## config.mk

```make
export PLATFORM = sky130hd
export DESIGN_NAME = pow8_rr_arbiter
export DESIGN_NICKNAME = d
export VERILOG_FILES = /design/src/rtl/pow8_rr_arbiter.sv
export SDC_FILE = /design/constraint.sdc
export NUM_CORES = 1
export LEC_CHECK = 0
export ABC_AREA = 1
export CAP_MARGIN = 20
export CORE_MARGIN = 5
export CORE_UTILIZATION = 46
export CTS_CLUSTER_SIZE = 24
export DETAILED_ROUTE_END_ITERATION = 16
export GPL_TIMING_DRIVEN = 0
export PLACE_DENSITY = 0.93
export SLEW_MARGIN = 20
export SYNTH_ARGS = -nofsm -noshare
export SYNTH_HDL_FRONTEND = slang
export SYNTH_SLANG_ARGS = --single-unit
export TNS_END_PERCENT = 30
```

## constraint.sdc

```tcl
create_clock -name clk -period 6.9 [get_ports clk]
set_input_delay 1.38 -clock clk [delete_from_list [all_inputs] [get_ports clk]]
set_output_delay 1.38 -clock clk [all_outputs]
set_load 0.005 [all_outputs]
```

## src/rtl/pow8_rr_arbiter.sv

```systemverilog
// Round-robin front end sharing one fixed-latency pow8 pipeline between NUM_REQ
// requesters; a tag shift register routes each result back to its owner.
module pow8_rr_arbiter #(
  parameter int NUM_REQ = 4,
  parameter int LATENCY = 3
) (
  input  logic                 clk,
  input  logic                 rst,
  input  logic [NUM_REQ-1:0]   req_valid,
  input  logic [7*NUM_REQ-1:0] req_data,
  input  logic [NUM_REQ-1:0]   req_mask,
  output logic [NUM_REQ-1:0]   req_ready,
  output logic                 pipe_i_valid,
  output logic [6:0]           pipe_i_data,
  input  logic                 pipe_o_valid,
  input  logic [63:0]          pipe_o_data,
  output logic [NUM_REQ-1:0]   rsp_valid,
  output logic [63:0]          rsp_data,
  output logic [3:0]           inflight,
  output logic                 tag_err
);

  localparam int             IDW          = $clog2(NUM_REQ);
  localparam logic [IDW:0]   NREQ_W       = (IDW+1)'(NUM_REQ);
  localparam logic [IDW-1:0] LAST_ID      = IDW'(NUM_REQ - 1);
  localparam logic [3:0]     INFLIGHT_MAX = 4'(LATENCY + 1);
  localparam logic [3:0]     SQUELCH_LEN  = 4'(LATENCY + 1);

  typedef struct packed {
    logic           v;
    logic [IDW-1:0] id;
  } tag_t;

  logic [NUM_REQ-1:0] elig;
  logic [NUM_REQ-1:0] grant_oh;
  logic [IDW-1:0]     grant_id;
  logic [IDW-1:0]     scan_id;
  logic [IDW:0]       scan_sum;
  logic               found;
  logic               transfer;
  logic [6:0]         grant_data;

  logic [IDW-1:0]     rr_ptr_q, rr_ptr_d;
  logic               pipe_i_valid_q;
  logic [6:0]         pipe_i_data_q;
  logic [IDW-1:0]     issue_id_q;
  tag_t               tag_q [LATENCY+1];
  tag_t               tail;
  logic [NUM_REQ-1:0] rsp_valid_q, rsp_valid_d;
  logic [63:0]        rsp_data_q;
  logic [3:0]         inflight_q, inflight_d;
  logic               tag_err_q;
  logic [3:0]         squelch_q;
  logic               squelch;
  logic               ret_ok;
  logic               ret_err;

  assign elig = req_valid & req_mask;

  always_comb begin
    grant_oh = '0;
    grant_id = '0;
    found    = 1'b0;
    scan_sum = '0;
    scan_id  = '0;
    for (int i = 0; i < NUM_REQ; i++) begin
      scan_sum = {1'b0, rr_ptr_q} + (IDW+1)'(i);
      if (scan_sum >= NREQ_W) scan_sum = scan_sum - NREQ_W;
      scan_id = scan_sum[IDW-1:0];
      if (!found && elig[scan_id]) begin
        found    = 1'b1;
        grant_id = scan_id;
      end
    end
    if (found && !rst) grant_oh[grant_id] = 1'b1;
  end

  assign transfer  = found && !rst;
  assign req_ready = grant_oh;

  always_comb begin
    grant_data = '0;
    for (int i = 0; i < NUM_REQ; i++) begin
      if (grant_oh[i]) grant_data = req_data[7*i +: 7];
    end
  end

  always_comb begin
    rr_ptr_d = rr_ptr_q;
    if (transfer) rr_ptr_d = (grant_id == LAST_ID) ? '0 : grant_id + IDW'(1);
  end

  // Results from ops issued before a reset may still drain out of the pipeline;
  // ignore the return port until the pipeline has been flushed.
  assign squelch = (squelch_q != 4'd0);
  assign tail    = tag_q[LATENCY];
  assign ret_ok  = !squelch && pipe_o_valid && tail.v;
  assign ret_err = !squelch && (pipe_o_valid != tail.v);

  always_comb begin
    rsp_valid_d = '0;
    if (ret_ok) rsp_valid_d[tail.id] = 1'b1;
  end

  always_comb begin
    inflight_d = inflight_q;
    if (pipe_i_valid_q && !ret_ok && inflight_q != INFLIGHT_MAX)
      inflight_d = inflight_q + 4'd1;
    else if (ret_ok && !pipe_i_valid_q && inflight_q != 4'd0)
      inflight_d = inflight_q - 4'd1;
  end

  always_ff @(posedge clk) begin
    if (rst) begin
      rr_ptr_q       <= '0;
      pipe_i_valid_q <= 1'b0;
      pipe_i_data_q  <= '0;
      issue_id_q     <= '0;
      for (int k = 0; k <= LATENCY; k++) tag_q[k] <= '0;
      rsp_valid_q    <= '0;
      rsp_data_q     <= '0;
      inflight_q     <= '0;
      tag_err_q      <= 1'b0;
      squelch_q      <= SQUELCH_LEN;
    end else begin
      rr_ptr_q       <= rr_ptr_d;
      pipe_i_valid_q <= transfer;
      if (transfer) begin
        pipe_i_data_q <= grant_data;
        issue_id_q    <= grant_id;
      end
      // One slot past the pipeline depth so the tail lines up with pipe_o_valid.
      tag_q[0] <= {pipe_i_valid_q, issue_id_q};
      for (int k = 1; k <= LATENCY; k++) tag_q[k] <= tag_q[k-1];
      rsp_valid_q <= rsp_valid_d;
      if (ret_ok) rsp_data_q <= pipe_o_data;
      inflight_q <= inflight_d;
      if (ret_err) tag_err_q <= 1'b1;
      if (squelch) squelch_q <= squelch_q - 4'd1;
    end
  end

  assign pipe_i_valid = pipe_i_valid_q;
  assign pipe_i_data  = pipe_i_data_q;
  assign rsp_valid    = rsp_valid_q;
  assign rsp_data     = rsp_data_q;
  assign inflight     = inflight_q;
  assign tag_err      = tag_err_q;

endmodule

```

* Word level (Yosys, flattened, before mapping) *
Memory sizes are Yosys's and may differ from the RTL's.
Cells that the tools add are included.

cells by class
  $add $sub $neg = 11
  order comparisons = 12
  equality and inequality tests = 3
  multiplexer cells = 39
  bitwise logic cells = 6
  reduce and logical (&&, ||, !) cells = 24

operator list
  kind                                                                          number
  7-bit two-way mux                                                             4
  2-bit by 3-bit less-than comparator with 1-bit output, second input constant  6
  2-bit two-way mux                                                             9
  1-bit logical AND                                                             13
  1-bit two-way mux                                                             13
  3-bit two-way mux                                                             4
  4-bit two-way mux                                                             3
  3-bit >= comparator, second input constant                                    3
  1-bit binary-select mux with 2-bit select                                     4
  4-bit nonzero test                                                            2
  2-bit by 1-bit subtractor with 2-bit output, second input constant            4
  4-bit by 1-bit subtractor with 4-bit output, second input constant            2
  1-bit zero test                                                               7
  2-bit by 2-bit adder with 3-bit output, second input constant                 2
  4-bit by 1-bit adder with 4-bit output, second input constant                 1
  4-bit bitwise AND                                                             1
  1-bit demux with 2-bit select                                                 2
  2-bit by 1-bit >= comparator with 1-bit output, second input constant         2
  4-bit by 3-bit inequality test with 1-bit output, second input constant       1
  1-bit bitwise OR                                                              4
  2-bit by 1-bit adder with 3-bit output, second input constant                 1
  2-bit by 3-bit >= comparator with 1-bit output, second input constant         1
  2-bit by 1-bit adder with 2-bit output, second input constant                 1
  2-bit == test, second input constant                                          1
  4 further kinds                                                               4

word-level totals
  flip-flop bits (word level) = 89
  RAM bits = 12
  output and inout bits = 85
  logic and storage cells = 105
  memories = 1

memories
  name   depth  width  rd ports  clocked after Yosys merged registers in  write ports  RTL line  source
  tag_q  4      3      4         0                                        4            47        tag_t tag_q [LATENCY+1];

* Depth between registers and ports, before layout *
  depth in word-level cells = 23
  gate-level depth with buffers = 19
  mapped depth without buffers = 17

* Least setup slack after synthesis *
No wires, ideal clock.

  path type = input -> output
  start = in req_valid[0]
  end = out req_ready[0]
  data arrival time = 2476 ps
  setup slack = 3044 ps
  cell stages on the path = 11
  cells stage by stage = nand2_1 -> nand2_1 -> nand2_2 -> nand2_4 -> nand2_8 -> nand2_4 -> nand2_4 -> a21oi_4 -> ha_1 -> nand2_2 -> inv_2

on the way
  word-level cells in the longest chain between the ends = 18

RTL lines
  element                                                                                                                                        RTL line  source
  start, declared                                                                                                                                9         input logic [NUM_REQ-1:0] req_valid,
  4-bit bitwise AND *                                                                                                                            58        assign elig = req_valid & req_mask;
  1-bit binary-select mux with 2-bit select                                                                                                      70        if (!found && elig[scan_id]) begin
  1-bit two-way mux (not written as such)                                                                                                        70
  1-bit two-way mux                                                                                                                              70
  1-bit zero test                                                                                                                                70
  1-bit logical AND                                                                                                                              70
  1-bit two-way mux                                                                                                                              70
  1-bit zero test                                                                                                                                70
  [... 2 more ...]                                                                                                                               --
  1-bit zero test                                                                                                                                70
  1-bit logical AND                                                                                                                              70
  2-bit two-way mux                                                                                                                              70
  2-bit by 3-bit less-than comparator with 1-bit output (not written as such) or 2-bit by 1-bit >= comparator with 1-bit output (tied branches)  75        if (found && !rst) grant_oh[grant_id] = 1'b1;
  1-bit logical AND (not written as such)                                                                                                        75
  1-bit two-way mux (not written as such)                                                                                                        75
  1-bit demux with 2-bit select                                                                                                                  75
  4-bit two-way mux *                                                                                                                            75
  end, declared                                                                                                                                  12        output logic [NUM_REQ-1:0] req_ready,

Every way passes the cells marked *; elsewhere a longest branch is shown, timed or not. The select of a mux whose other input is x is not followed.

* Worst setup path in the final report *
  start = in req_valid[2]
  end = out req_ready[0]

The elaborated chain is that of the path after synthesis.

==> results.txt <==
Final Non-Filler Cells - 903
fin nets - 878
final hold violation count - 0
FP Rows - 35
drc violations - 0
placed instance count - 887
Die X - 107.8 µm
Max VDD drop - 0.1814 mV
Setup crit end kind - primary output
routability cong. - 0.8551
Core Footprint - 0.009284 mm²
dpl cell area - 0.006435 mm²
Yosys reg bits - 101
htree depth - 3
Final TNS setup - 0 ps
final core occ - 71.36%
fraction of registers with async set or reset after synthesis - 0%
Max Cap Viol - 0
leading area contributor after synthesis - dfxtp_1
Avg WL per Cell - 14.28 µm
vias in the first global route - 4444
Diodes inserted - 0
CP startpoint kind - input pin
Relative slew margins - 49.49%
worst slack, placed - 1821 ps
leakage power total - 2.808 nW
setup slack, reg-to-reg - 4100 ps
grt ovf - 0
Initial DRC Count - 182
top cell type's share of synthesized area - 45.94%
via count - 4473
clock sink count - 101
YS warnings - 0
cell repeated most along the worst path - nand2_4
CTS root buf - clkbuf_8
Final Max Tran Viols - 0
initial antenna violation count - 0
sequential fraction of the synthesis area - 45.94%
Power Density - 280.9 mW/mm²
Post-CTS Setup Bufs - 0
top_reg_cell synth - dfxtp_1
start of the worst register-to-register path - squelch_q[0]
Req. time, crit path - 5520 ps
share of cells above drive strength 1 - 8.527%
Syn Area/Cell - 7.709 µm²
Port-buffer cells - 187
first-pass GRT wire length - 20690 µm
post-DP HPWL - 10290 µm
clock skew - 16.03 ps
slew of the pin with the lowest slew margin - 745.9 ps
Hold Buf Count CTS - 0
TritonCTS Buffers - 9
Final ANT Viol Nets - 0
fmax - 196.7 MHz
critical path cell sequence - clkdlybuf4s50_1 -> nand2_1 -> nand2_1 -> nand2_2 -> nand2_4 -> nand2_8 -> nand2_4 -> nand2_4 -> a21oi_4 -> ha_1 -> nand2_2 -> inv_2 -> clkdlybuf4s50_1
CP peak stage delay - 550 ps
Final min period - 5083 ps
Hold WC Path Type - register to register
Synth area leaders - dfxtp_1 (46%), nor2_1 (13%), o21ai_0 (8.9%), nand2_1 (4.9%), nand3_1 (3.5%)
Routed WL - 12900 µm
CTS tree - done
vias per inst - 4.953
Top Ports - 188
post-route design area - 0.006625 mm²
commonest non-fill, non-tap cell in the layout - clkdlybuf4s50_1
most frequent cells in the layout - clkdlybuf4s50_1 (187), nor2_1 (155), dfxtp_1 (101), o21ai_0 (78), nand2_1 (58)
Skew-Pair Late Insertion Delay - 360 ps
crit path DAT - 3700 ps
Crit Path Class - input pin to primary output
PnR worst setup slack - 1817 ps
RSZ-0062 raised after global routing - no
EDFF count, synth - 0
Clock Path Buffers - 2
synthesized area - 0.004402 mm²
GR Util All Layers - 21.80%
area grow syn2layout - 50.51%
Starting Density - 47.41%
critical path peak fanout - 9
Syn Nets - 680
CTS resizes - 0
DRT Pass-1 Iters - 4
status - finished, final reports clean
HP Start - tag_q[0][2]
die area - 0.01163 mm²
clock-pin slew on the worst setup and hold paths - 100 ps
slowest cell on the critical path - clkdlybuf4s50_1
largest net degree at the start of global routing - 19
Post-Syn Instances - 571
CP startpoint - req_valid[2]
Synth cell types - 39
# setup viols final - 0
die height - 107.8 µm
fin crit share - 73.67%
[flip-flops by register name, indices dropped and copies added (netlist names)]
name          flops
rsp_data         64
rsp_valid         4
inflight          4
tag_err           1
pipe_i_valid      1
squelch_q         4
rr_ptr_q          2
pipe_i_data       7
tag_q            12
issue_id_q        2
[power by group]
part	total, mW	switching, mW	internal, mW
Sequential	0.688	0.0442	0.644
Clock	0.360	0.212	0.148
Combinational	0.812	0.464	0.348
[metal layers]
metal  up-vias  part of all wire (%)  GRT usage [%]
met1      2056                    40          24.55
met2       159                    51          38.94
met3        28                   6.4          5.759
met4         0                   2.8          8.566
li1       2230                     -              -
met5         -                     0              0
[cells in the mapped netlist, types with 2 or more instances]
| cell type | instances |
|---|---|
| nor2_1 | 155 |
| or2_2 | 2 |
| dfxtp_1 | 101 |
| a21oi_2 | 3 |
| o311ai_0 | 2 |
| o21ai_0 | 78 |
| inv_1 | 35 |
| nor2_8 | 2 |
| inv_4 | 3 |
| nand4_1 | 2 |
| nand3_4 | 4 |
| or2_0 | 3 |
| nand3b_1 | 3 |
| nand2_4 | 13 |
| inv_2 | 3 |
| ha_1 | 5 |
| nand3_1 | 31 |
| nor3_1 | 5 |
| nand2_2 | 11 |
| clkbuf_1 | 22 |
| nand2_1 | 58 |
| a21oi_1 | 12 |
| o211ai_1 | 2 |
[critical path, delay by kind of cell]
| kind | cells | cell delay [ps] |
|---|---|---|
| buffers and inverters | 3 | 1170 |
| and+or+nand+nor | 8 | 630 |
| AOI/OAI and AO/OA | 1 | 300 |
| adders and majority gates | 1 | 230 |
[final cells by class]
type,instances,area (µm²)
Fill cell,736,2659
Multi-Input combinational cell,402,2085
Sequential cell,101,2022
Timing Repair Buffer,187,1872
Inverter,42,170.2
Tap cell,129,161.4
Clock buffer,10,137.6
Buffer,26,125.1
Clock inverter,6,52.55
[stage by stage]
stage,power (mW),hold slack (ps)
detailed placement,1.507,395.2
CTS,1.866,409.3
floorplan,1.245,388.3
global route,1.996,434.4
finish,1.861,406.7
global placement,1.467,388.7
[logic make-up (layout without fill, tap and decap cells)]
| logic type | Yosys count | in the layout | share of synthesized area, % |
|---|---|---|---|
| xor gates and xnor gates | 2 | 2 | 0.3980 |
| adders and majority gates | 6 | 6 | 1.876 |
| AOI/OAI and AO/OA | 101 | 101 | 12.62 |
| DFF | 101 | 101 | 45.94 |
| buffers and inverters | 68 | 271 | 6.709 |
| and+or+nand+nor | 293 | 293 | 32.46 |
[path summary, 6_finish.rpt]
kind / end / cells past startpoint
setup / recovery: req_ready[0] / 13
hold / removal: tag_q[0][5] / 2
hold reg to reg: tag_q[0][5] / 2
setup reg to reg: inflight[3] / 13
No activity file was read; power rests on OpenSTA's default activity.
